===== src/rtl/if_fetch_ctrl.sv =====
// rtl/if_fetch_ctrl.sv - IF-stage fetch sequencer: PC, ROM handshake, IF/ID control
module if_fetch_ctrl #(
  parameter logic [31:0] RESET_PC = 32'h0000_0000
) (
  input  logic        clk,
  input  logic        rst_n,
  input  logic        i_stall_req,
  input  logic        i_br_taken,
  input  logic [31:0] i_br_target,
  output logic        o_rom_req,
  output logic [31:0] o_rom_addr,
  input  logic        i_rom_ack,
  input  logic [31:0] i_rom_rdata,
  output logic        o_ifid_we,
  output logic        o_ifid_flush,
  output logic [31:0] o_if_pc,
  output logic [31:0] o_if_inst,
  output logic [31:0] o_fetch_cnt
);

  typedef enum logic [1:0] {S_IDLE, S_FETCH, S_HOLD, S_DISCARD} state_t;

  state_t      r_state;
  state_t      w_state_nxt;
  logic [31:0] r_pc;
  logic [31:0] r_hold_inst;
  logic [31:0] r_stale_addr;
  logic [31:0] r_fetch_cnt;
  logic [31:0] w_pc_nxt;
  logic [31:0] w_hold_nxt;
  logic [31:0] w_stale_nxt;
  logic        w_cnt_inc;
  logic [31:0] w_tgt;

  assign w_tgt       = i_br_target & 32'hFFFF_FFFC;
  assign o_fetch_cnt = r_fetch_cnt;

  always_comb begin
    w_state_nxt  = r_state;
    w_pc_nxt     = r_pc;
    w_hold_nxt   = r_hold_inst;
    w_stale_nxt  = r_stale_addr;
    w_cnt_inc    = 1'b0;
    o_rom_req    = 1'b0;
    o_rom_addr   = 32'h0;
    o_ifid_we    = 1'b0;
    o_ifid_flush = 1'b0;
    o_if_pc      = 32'h0;
    o_if_inst    = 32'h0;
    case (r_state)
      S_IDLE: begin
        w_state_nxt = S_FETCH;
        if (i_br_taken) begin
          o_ifid_flush = 1'b1;
          w_pc_nxt     = w_tgt;
        end
      end
      S_FETCH: begin
        o_rom_req  = 1'b1;
        o_rom_addr = r_pc;
        if (i_br_taken) begin
          o_ifid_flush = 1'b1;
          w_pc_nxt     = w_tgt;
          // Unanswered request must still be completed, but its data is stale
          if (!i_rom_ack) begin
            w_state_nxt = S_DISCARD;
            w_stale_nxt = r_pc;
          end
        end else if (i_rom_ack) begin
          o_if_pc   = r_pc;
          o_if_inst = i_rom_rdata;
          if (i_stall_req) begin
            w_hold_nxt  = i_rom_rdata;
            w_state_nxt = S_HOLD;
          end else begin
            o_ifid_we = 1'b1;
            w_pc_nxt  = r_pc + 32'd4;
            w_cnt_inc = 1'b1;
          end
        end
      end
      S_HOLD: begin
        if (i_br_taken) begin
          o_ifid_flush = 1'b1;
          w_pc_nxt     = w_tgt;
          w_hold_nxt   = 32'h0;
          w_state_nxt  = S_FETCH;
        end else begin
          o_if_pc   = r_pc;
          o_if_inst = r_hold_inst;
          if (!i_stall_req) begin
            o_ifid_we   = 1'b1;
            w_pc_nxt    = r_pc + 32'd4;
            w_cnt_inc   = 1'b1;
            w_state_nxt = S_FETCH;
          end
        end
      end
      S_DISCARD: begin
        o_rom_req  = 1'b1;
        o_rom_addr = r_stale_addr;
        if (i_br_taken) begin
          o_ifid_flush = 1'b1;
          w_pc_nxt     = w_tgt;
        end else if (i_rom_ack) begin
          w_state_nxt = S_FETCH;
        end
      end
      default: w_state_nxt = S_IDLE;
    endcase
  end

  always_ff @(posedge clk or negedge rst_n) begin
    if (!rst_n) begin
      r_state      <= S_IDLE;
      r_pc         <= RESET_PC;
      r_hold_inst  <= 32'h0;
      r_stale_addr <= 32'h0;
      r_fetch_cnt  <= 32'h0;
    end else begin
      r_state      <= w_state_nxt;
      r_pc         <= w_pc_nxt;
      r_hold_inst  <= w_hold_nxt;
      r_stale_addr <= w_stale_nxt;
      if (w_cnt_inc) r_fetch_cnt <= r_fetch_cnt + 32'd1;
    end
  end

endmodule


===== config.mk =====
export PLATFORM = sky130hd
export DESIGN_NAME = if_fetch_ctrl
export DESIGN_NICKNAME = d
export VERILOG_FILES = /design/src/rtl/if_fetch_ctrl.sv
export SDC_FILE = /design/constraint.sdc
export NUM_CORES = 1
export LEC_CHECK = 0
export CAP_MARGIN = 20
export CORE_MARGIN = 2
export CORE_UTILIZATION = 52
export DETAILED_ROUTE_END_ITERATION = 8
export PLACE_DENSITY = 0.87
export SETUP_SLACK_MARGIN = 0.4
export SYNTH_ARGS = -nofsm -noshare
export SYNTH_HDL_FRONTEND = slang
export SYNTH_SLANG_ARGS = --single-unit

===== constraint.sdc =====
create_clock -name clk -period 5.35 [get_ports clk]
set_input_delay 0.8025 -clock clk [delete_from_list [all_inputs] [get_ports clk]]
set_output_delay 0.8025 -clock clk [all_outputs]
set_load 0.005 [all_outputs]

# Word-level counts from Yosys, hierarchy flattened
# Cells that the tools add are included.
classes:
  muxes: 36
  n_addsub: 2
  eq_ne: 13
  reduce_logical: 9
  n_bitwise: 1
ops:
  columns: ["operator", "count"]
  rows:
  - ["$mux W32", 14]
  - ["$pmux W32 S2", 4]
  - ["$pmux W32 S3", 1]
  - ["$add A32 B1 Y32 const B", 1]
  - ["$add A32 B3 Y32 const B", 1]
  - ["$mux W2", 8]
  - ["$ne A3 B3 Y1 const B", 4]
  - ["$ne A2 B2 Y1 const B", 5]
  - ["$pmux W2 S4", 1]
  - ["$mux W1", 7]
  - ["$reduce_and A6 Y1", 1]
  - ["$eq A2 B2 Y1 const B", 2]
  - ["$reduce_and A4 Y1", 1]
  - ["$reduce_or A2 Y1", 2]
  - ["$reduce_or A4 Y1", 1]
  - ["$reduce_and A3 Y1", 1]
  - ["$eq A2 B1 Y1 const B", 1]
  - ["$logic_not A2 Y1", 1]
  - ["$ne A2 B1 Y1 const B", 1]
  - ["$pmux W1 S2", 1]
  - ["$reduce_and A2 Y1", 1]
  - ["$reduce_bool A2 Y1", 1]
  - ["$not A1 Y1", 1]
word_totals:
  reg_bits: 130
  in_bits: 69
  out_inout_bits: 131

# Logic depth before layout (Yosys ltp)
# Gate-level depths: netlist of run 1.
depth:
  word_depth: 5
  ltp_mapped: 9
  depth_no_buf: 7

# Worst setup path before layout of run 1
# Ideal clock, no wire load.
synth_timing:
  kind: "input port to output port"
  from: "in i_br_taken"
  to: "out o_if_pc[17]"
  t_arrival_ps: 1730
  required_ps: 4548
  path_buffers: 3
  path_stages: 5
  setup_slack_ps: 2817
  cell_sequence: "buf_6 > or2_2 > clkbuf_1 > clkbuf_1 > nor3_1"
synth_via:
  elab_chain_len: 2
synth_rtl:
  columns: ["item", "line", "source"]
  rows:
  - ["start: declaration", "8", "input logic i_br_taken,"]
  - ["$mux W32, on equally long branches", "83, 61", null]
  - ["$pmux W32 S2 *", "50", "case (r_state)"]
  - ["end: declaration", "16", "output logic [31:0] o_if_pc,"]
# Every way passes the cells marked *; elsewhere a longest branch is shown, timed or not.

# Worst setup path after layout of run 1
layout_timing:
  from: "reg r_state[1]"
  to: "out o_ifid_we"
layout_via:
  elab_chain_len: 2
layout_rtl:
  columns: ["item", "line", "source"]
  rows:
  - ["start: declaration", "23", "state_t r_state;"]
  - ["start signal: assignment", "121", "r_state <= w_state_nxt;"]
  - ["$eq A2 B2 Y1 / $eq A2 B1 Y1 (equally long branches)", "50", null]
  - ["$pmux W1 S2 *", "50", null]
  - ["end: declaration", "14", "output logic o_ifid_we,"]
# Marked as above.

==> metrics.csv, run 1 <==
metric,value,unit
"Clk Latency, worst-skew pair",430,ps
Final WS setup,1100,ps
worst path cell trace,"inv_1, ha_1, buf_4, a21o_1, and2_1, clkdlybuf4s50_1",
P&R area growth vs syn,39.4,%
Yosys top cell area share,0.466,
routed vias/inst,6.18,
CP peak stage delay,820,ps
f_max,235,MHz
worst slew pin tran,987,ps
"Seq/Total Area, Yosys",0.466,
CTS tree,yes,
"EDFF count, synth",0,
via count,6500,
Max-Cap Viols,0,
largest net degree at the start of global routing,74,
"top cells by count, synth","dfrtp_1 (126), nor2_1 (73), a22o_1 (58)",
fin crit period,4250,ps
worst path required time,4550,ps
DR pass1 iterations,5,
cell taking the most area after synthesis,dfrtp_1,
GRT overflow,0,
Final Cell Area,9440,µm²
Rows,41,
CP bufs+invs,3,
GPL Wtd Cong,0.895,
Post-Synthesis Cells,699,
Final Skew,7.72,ps
"CTS clk-pin slew, worst paths",50,ps
dominant cells by area after synthesis,"dfrtp_1 (47%), a22o_1 (7.5%), mux2_2 (4.5%)",
worst rel slew slack,0.342,
WP data arrival,3450,ps
die area,14000,µm²
GRT Total Usage,0.293,
DRT iter0 DRCs,532,
share of cells above drive strength 1,0.100,
total negative slack,0,ps
I/O pin cnt,200,
yosys warns,0,
asr flop ratio synth,1.00,
core area,12700,µm²
RSZ-0062 raised after global routing,no,
critical path's top delay family,buffers and inverters,
CTS resizes,0,
layout filler cell count,900,
number of remaining DRC errors,0,
first-pass GRT wire length,32600,µm
Post-Syn Area,6770,µm²
CP Launch Type,register,
vias in the first global route,6225,
"Avg Cell Area, Syn",9.69,µm²
chip height,118,µm
setup bufs post-CTS,0,
clock buffer depth,2,
Most used DFF post-synth,dfrtp_1,
setup violators final,0,
status,finished clean,
cts hold-fix bufs,0,
clk sink count,126,
Tcrit/Tclk final,0.795,
Worst setup EP type,primary output,
Worst IR Drop VDD,0.000285,V
Leak,4.04,nW
wire per inst,19.3,µm
Starting Density,0.535,
Tightest Hold Check Type,reg2reg,
DRT antenna net count,0,
die extent in x,118,µm
critical path class,reg2out,
Detailed Place HPWL,13400,µm
fin nets,940,
synthesis-stage register bit count,126,
Netlist cell types,59,
antenna violations before repair,1,
Power Total,4.97,mW
most common cell in the netlist,dfrtp_1,
pre-CTS setup slack,1200,ps
Crit Path Max Fanout,31,
CTS root buf,clkbuf_16,
port buffer count,193,
Fin. Hold Viols,0,
Power Dens Cells,526,nW/µm²
Post-DP Area,8780,µm²
cts bufs inserted,17,
Routed WL,20300,µm
critical path's slowest cell,a21o_1,
fin. max-slew vios,0,
H-tree levels,4,
per-stage QoR:
step | std cells | hold slack (ps) | utilization
global placement | 1019 | 459 | 0.693
finish | 1052 | 471 | 0.745
floorplan | 702 | 450 | -
global route | 1052 | 486 | 0.745
detailed placement | 1019 | 467 | 0.693
CTS | 1051 | 474 | 0.745
cells in the final DEF (no fill, tap or decap), drive strengths merged, types with 8 or more instances in the layout:
master	instances
mux2	27
and3	37
a22oi	33
inv	12
nor3	14
nor2	73
xnor2	20
clkbuf	18
dfrtp	126
nand2	51
nand3	25
o21ai	25
xor2	13
a21oi	27
and4	9
nand4	15
a31oi	8
a22o	58
clkdlybuf4s50	192
buf	13
sequential cells by signal, indices dropped and copies added (netlist names):
register      flops
r_pc             30
r_hold_inst      32
r_stale_addr     30
o_fetch_cnt      32
r_state           2
routing by layer:
layer / share of wire / track usage
met1: 0.40 / 0.373
met2: 0.49 / 0.477
met3: 0.078 / 0.0722
met4: 0.028 / 0.120
met5: 0 / 0
path summary, 6_finish.rpt:
path,cells after the start,slack [ps],endpoint,from
min in group asynchronous,1,510,r_hold_inst[30],rst_n
hold reg to reg,1,470,o_fetch_cnt[31],o_fetch_cnt[31]
max in group asynchronous,2,3570,r_hold_inst[25],rst_n
setup / recovery,6,1100,o_ifid_we,r_state[1]
setup reg to reg,8,1870,o_fetch_cnt[24],r_state[1]
hold / removal,1,470,o_fetch_cnt[31],o_fetch_cnt[31]
power by group:
| part | internal (mW) | total [mW] | switching, mW |
|---|---|---|---|
| Clock | 0.837 | 1.28 | 0.439 |
| Combinational | 1.07 | 2.06 | 0.992 |
| Sequential | 1.29 | 1.63 | 0.337 |
cells by family after synthesis:
kind of cell / share of synthesized area
muxes: 0.0493
xor gates and xnor gates: 0.0427
buffers and inverters: 0.0449
other: 0.000554
adders and majority gates: 0.00924
DFF: 0.466
and+or+nand+nor: 0.190
AOI/OAI and AO/OA: 0.198
area by class of cell:
type                    instances  area (µm²)  share of cell area
clock buffers                  18         439              0.0465
repair buffers                205        2020               0.214
multi-input cells             504        3350               0.355
flip-flops and latches        126        3150               0.334
clock inverters                14         216              0.0229
inverters                      12        45.0             0.00477
diodes                          1        2.50            0.000265
well taps                     172         215              0.0228
worst register-to-register path, stage by stage, from the launching register on:
cell	delay [ps]
dfrtp_1	400
inv_1	90
ha_1	440
buf_4	370
a21o_1	820
nand3_1	360
nor3_1	580
nand2_1	150
xnor2_1	160
Power figures use the tool's default switching activity.
==> run 2, diff against run 1 <==
--- a/config.mk
+++ b/config.mk
@@ -7,9 +7,9 @@
 export LEC_CHECK = 0
 export CAP_MARGIN = 20
 export CORE_MARGIN = 2
-export CORE_UTILIZATION = 52
+export CORE_UTILIZATION = 43
 export DETAILED_ROUTE_END_ITERATION = 8
-export PLACE_DENSITY = 0.87
+export PLACE_DENSITY = 0.77
 export SETUP_SLACK_MARGIN = 0.4
 export SYNTH_ARGS = -nofsm -noshare
 export SYNTH_HDL_FRONTEND = slang
==> constraint.sdc (replaced) <==
create_clock -name clk -period 3.6 [get_ports clk]
set_input_delay 0.54 -clock clk [delete_from_list [all_inputs] [get_ports clk]]
set_output_delay 0.54 -clock clk [all_outputs]
set_load 0.005 [all_outputs]
==> run 2 against run 1 <==
Sequential share of layout area down 0.66 points. First-iteration DRC count up 2.6%. Global-route usage down 5.3 points. Critical path type is now in2out. Largest cell class unchanged.
==> metrics.csv, run 2 (synthesized netlist as in run 1, its figures left out) <==
metric,value,unit
"CTS clk-pin slew, worst paths",60,ps
"most used cell, CP",clkdlybuf4s50_1,
Fin. Hold Viols,0,
first-pass GRT wire length,31500,µm
worst slew pin tran,883,ps
f_max,322,MHz
Final Skew,10.1,ps
vias in the first global route,5938,
port buffer count,193,
Crit Path Max Fanout,7,
layout filler cell count,1317,
"leading cell types in the layout, fill and taps excluded","clkdlybuf4s50_1 (191), dfrtp_1 (126), nor2_1 (72)",
Rows,45,
R2R Setup Slk,790,ps
CP peak stage delay,610,ps
share of cells above drive strength 1,0.118,
largest net degree at the start of global routing,70,
critical path's slowest cell,clkdlybuf4s50_1,
GRT overflow,0,
total negative slack,0,ps
H-tree levels,4,
DR pass1 iterations,5,
WP data arrival,2570,ps
GPL Wtd Cong,0.881,
routed vias/inst,5.71,
"most common cell after layout, fill and taps aside",clkdlybuf4s50_1,
Routed WL,19800,µm
I/O pin cnt,200,
Starting Density,0.442,
Detailed Place HPWL,13400,µm
status,finished clean,
DRT antenna net count,0,
number of remaining DRC errors,0,
worst path cell trace,"clkdlybuf4s50_1, inv_1, nor3_4, buf_12, buf_2, a22oi_1, nor2_1, clkdlybuf4s50_1",
Tightest Hold Check Type,in2async,
CTS tree,yes,
worst rel slew slack,0.407,
setup violators final,0,
worst r2r src,r_state[0],
antenna diode count,0,
critical path class,in2out,
Power Dens Cells,764,nW/µm²
cts bufs inserted,17,
fin crit period,3110,ps
P&R area growth vs syn,42.2,%
GRT Total Usage,0.239,
clock buffer depth,2,
CP bufs+invs,5,
die area,16800,µm²
Leak,4.12,nW
Power Total,7.35,mW
wire per inst,18.0,µm
fin nets,954,
worst path required time,3060,ps
core area,15300,µm²
fin. max-slew vios,0,
"Clk Latency, worst-skew pair",430,ps
Tcrit/Tclk final,0.864,
Max-Cap Viols,0,
critical path's top delay family,buffers and inverters,
chip height,130,µm
first element of the critical path,i_rom_ack,
DRT iter0 DRCs,546,
clk sink count,126,
R2R cell count,8,
RSZ-0062 raised after global routing,no,
antenna violations before repair,0,
CP Depth,8,
Worst IR Drop VDD,0.000493,V
die extent in x,130,µm
cts hold-fix bufs,0,
CTS root buf,clkbuf_16,
via count,6308,
CP Launch Type,input port,
Worst setup EP type,primary output,
==> run 2: cell count changes in the layout (fill, tap and decap cells not counted), sizes merged <==
cell and delta:
clkinvlp -1, dlymetal6s2s +1, buf +13, clkinv -1
clkdlybuf4s50 -1, bufinv -3, diode -1, inv +6
==> run 2: area by class of cell <==
type / count / area [µm²] / area share
Clock buffer: 17 / 425 / 0.0442
Timing Repair Buffer: 219 / 2200 / 0.229
Inverter: 12 / 48.8 / 0.00507
Tap cell: 211 / 264 / 0.0274
Sequential cell: 126 / 3150 / 0.327
Multi-Input combinational cell: 504 / 3360 / 0.348
Clock inverter: 15 / 179 / 0.0186
==> run 2: stage by stage <==
stage	setup WS, ps	utilization	instances	hold slack, ps	area, µm²
finish	490	0.629	1104	232	9630
detailed placement	485	0.583	1067	465	8920
global placement	499	0.583	1067	460	8920
CTS	395	0.624	1100	263	9550
global route	392	0.629	1104	313	9630
floorplan	1430	-	702	244	6780
==> run 2: power breakdown <==
group / switching [mW] / internal (mW) / leakage (nW)
sequential: 0.485 / 1.92 / 1.57
clock: 0.715 / 1.04 / 0.291
combinational: 1.49 / 1.70 / 2.26
total: 2.69 / 4.67 / 4.12
==> run 2: what timing repair did <==
item / in CTS / in global routing
pin swaps: 0 / 1
setup buffers: 1 / 2
gates cloned: 0 / 2
endpoints found under the setup margin: 23 / 63
gates resized for setup: 4 / 7
hold endpoints to repair: 0 / 0
==> run 2: final timing paths <==
path,to
worst min register to register,o_fetch_cnt[31]
max in group asynchronous,r_stale_addr[14]
min in group clk,o_fetch_cnt[31]
worst max register to register,o_fetch_cnt[27]
worst min-delay path,o_fetch_cnt[20]
worst max-delay path,o_if_inst[0]
==> run 2: per-layer routing <==
layer  vias to the layer above  share of wire  GRT usage
met5                         -              0          0
met4                         0          0.022     0.0829
met3                        37          0.064     0.0483
met2                       259           0.46      0.369
met1                      3078           0.45      0.338
li1                       2934              -          -
==> run 3, diff against run 2 <==
--- a/config.mk
+++ b/config.mk
@@ -6,6 +6,7 @@
 export NUM_CORES = 1
 export LEC_CHECK = 0
 export CAP_MARGIN = 20
+export CORE_ASPECT_RATIO = 1.5
 export CORE_MARGIN = 2
 export CORE_UTILIZATION = 43
 export DETAILED_ROUTE_END_ITERATION = 8
==> run 3 against run 2 <==
Utilization down 1.1 points. Setup slack better by 29 ps. Largest power group unchanged. Worst hold slack lost 1.5 ps. Largest cell class unchanged. Highest routed layer unchanged.
==> metrics.csv, run 3 (synthesized netlist as in run 1, its figures left out) <==
metric,value,unit
DRT iter0 DRCs,423,
number of remaining DRC errors,0,
pre-CTS setup slack,490,ps
Rows,56,
"leading cell types in the layout, fill and taps excluded","clkdlybuf4s50_1 (188), dfrtp_1 (126), nor2_1 (72)",
Final Cell Area,9610,µm²
P&R area growth vs syn,41.9,%
CTS root buf,clkbuf_16,
Worst IR Drop VDD,0.000445,V
CTS tree,yes,
Post-DP Area,8900,µm²
fin crit period,3080,ps
routed vias/inst,5.77,
setup violators final,0,
Max-Cap Viols,0,
first-pass GRT wire length,32000,µm
GRT overflow,0,
critical path's slowest cell,clkdlybuf4s50_1,
CP bufs+invs,2,
critical path's top delay family,buffers and inverters,
worst path required time,3060,ps
status,finished clean,
Power Dens Cells,763,nW/µm²
Tightest Hold Check Type,in2async,
cts bufs inserted,17,
critical path class,reg2out,
antenna violations before repair,1,
R2R Setup Slk,1080,ps
Worst setup EP type,primary output,
core area,15600,µm²
DR pass1 iterations,5,
f_max,324,MHz
Final WS setup,518,ps
worst path cell trace,"buf_4, ha_1, or2_2, nor3_1, clkdlybuf4s50_1",
via count,6311,
chip height,158,µm
Final Skew,10.3,ps
R2R cell count,7,
worst slew pin tran,847,ps
clock buffer depth,2,
GRT Total Usage,0.240,
Crit Path Max Fanout,8,
clk sink count,126,
cts hold-fix bufs,0,
vias in the first global route,6224,
Detailed Place HPWL,13600,µm
"CTS clk-pin slew, worst paths",60,ps
Routed WL,20000,µm
"most common cell after layout, fill and taps aside",clkdlybuf4s50_1,
CP Capture Point,o_if_pc[17],
wire per inst,18.3,µm
Starting Density,0.435,
WP data arrival,2540,ps
Fin. Hold Viols,0,
GPL Wtd Cong,0.857,
fin. max-slew vios,0,
total negative slack,0,ps
fin nets,951,
Power Total,7.33,mW
I/O pin cnt,200,
"Clk Latency, worst-skew pair",410,ps
CP Depth,5,
Leak,4.17,nW
CP peak stage delay,550,ps
die area,16800,µm²
reg2reg end,o_fetch_cnt[25],
DRT antenna net count,0,
port buffer count,193,
largest net degree at the start of global routing,67,
Tcrit/Tclk final,0.856,
WHS,230,ps
share of cells above drive strength 1,0.111,
worst r2r src,r_state[1],
CP Launch Type,register,
worst rel slew slack,0.435,
first element of the critical path,r_state[1],
RSZ-0062 raised after global routing,no,
H-tree levels,4,
die extent in x,106,µm
-- run 3: changes by cell type in the layout (fill, tap and decap cells not counted), moves of 2 or more --
cell / before / now
buf_4: 18 / 16
clkinv_4: 4 / 2
inv_8: 3 / 0
clkdlybuf4s50_1: 191 / 188
dlymetal6s2s_1: 1 / 4
clkbuf_1: 0 / 2
inv_6: 4 / 0
clkinv_2: 0 / 4
-- run 3: layout make-up --
type	instances	area (µm²)
fill	1326	5950
multi-input combinational	504	3360
timing repair buffer	216	2200
sequential	126	3150
clock buffer	20	447
tap	203	254
antenna	1	2.50
inverter	12	48.8
clock inverter	11	143
-- run 3: per-layer routing --
layer  up-vias  track usage  share of wire
met5         -            0              0
li1       2914            -              -
met2       238        0.412           0.51
met1      3110        0.282           0.39
met4         0        0.105          0.035
met3        49       0.0655          0.064
-- run 3: timing repair --
| item | in CTS | in global routing |
|---|---|---|
| buffers inserted | 2 | 4 |
| setup endpoints to repair | 44 | 59 |
| gates cloned | 1 | 0 |
| gates resized for setup | 6 | 7 |
| pin swaps | 1 | 2 |
-- run 3: power by group --
part           internal (mW)  total (mW)  switching (mW)  leakage (nW)
combinational           1.71        3.18            1.47          2.31
clock                   1.10        1.72           0.624         0.286
sequential              1.92        2.42           0.502          1.57
-- run 3: worst min-delay path by stage --
| stage | endpoint | slack (ps) | depth (start not counted) |
|---|---|---|---|
| floorplan | o_fetch_cnt[0] | 240 | 0 |
| global placement | r_stale_addr[17] | 460 | 2 |
| detailed placement | r_stale_addr[7] | 470 | 2 |
| CTS | r_hold_inst[20] | 270 | 1 |
| global route | r_hold_inst[20] | 310 | 1 |
| finish | r_hold_inst[20] | 230 | 1 |
-- run 3: per-stage QoR --
stage,utilization,cells
after floorplan,-,702
after global placement,0.572,1054
after detailed placement,0.572,1054
after CTS,0.615,1088
after global routing,0.618,1093
final,0.618,1093
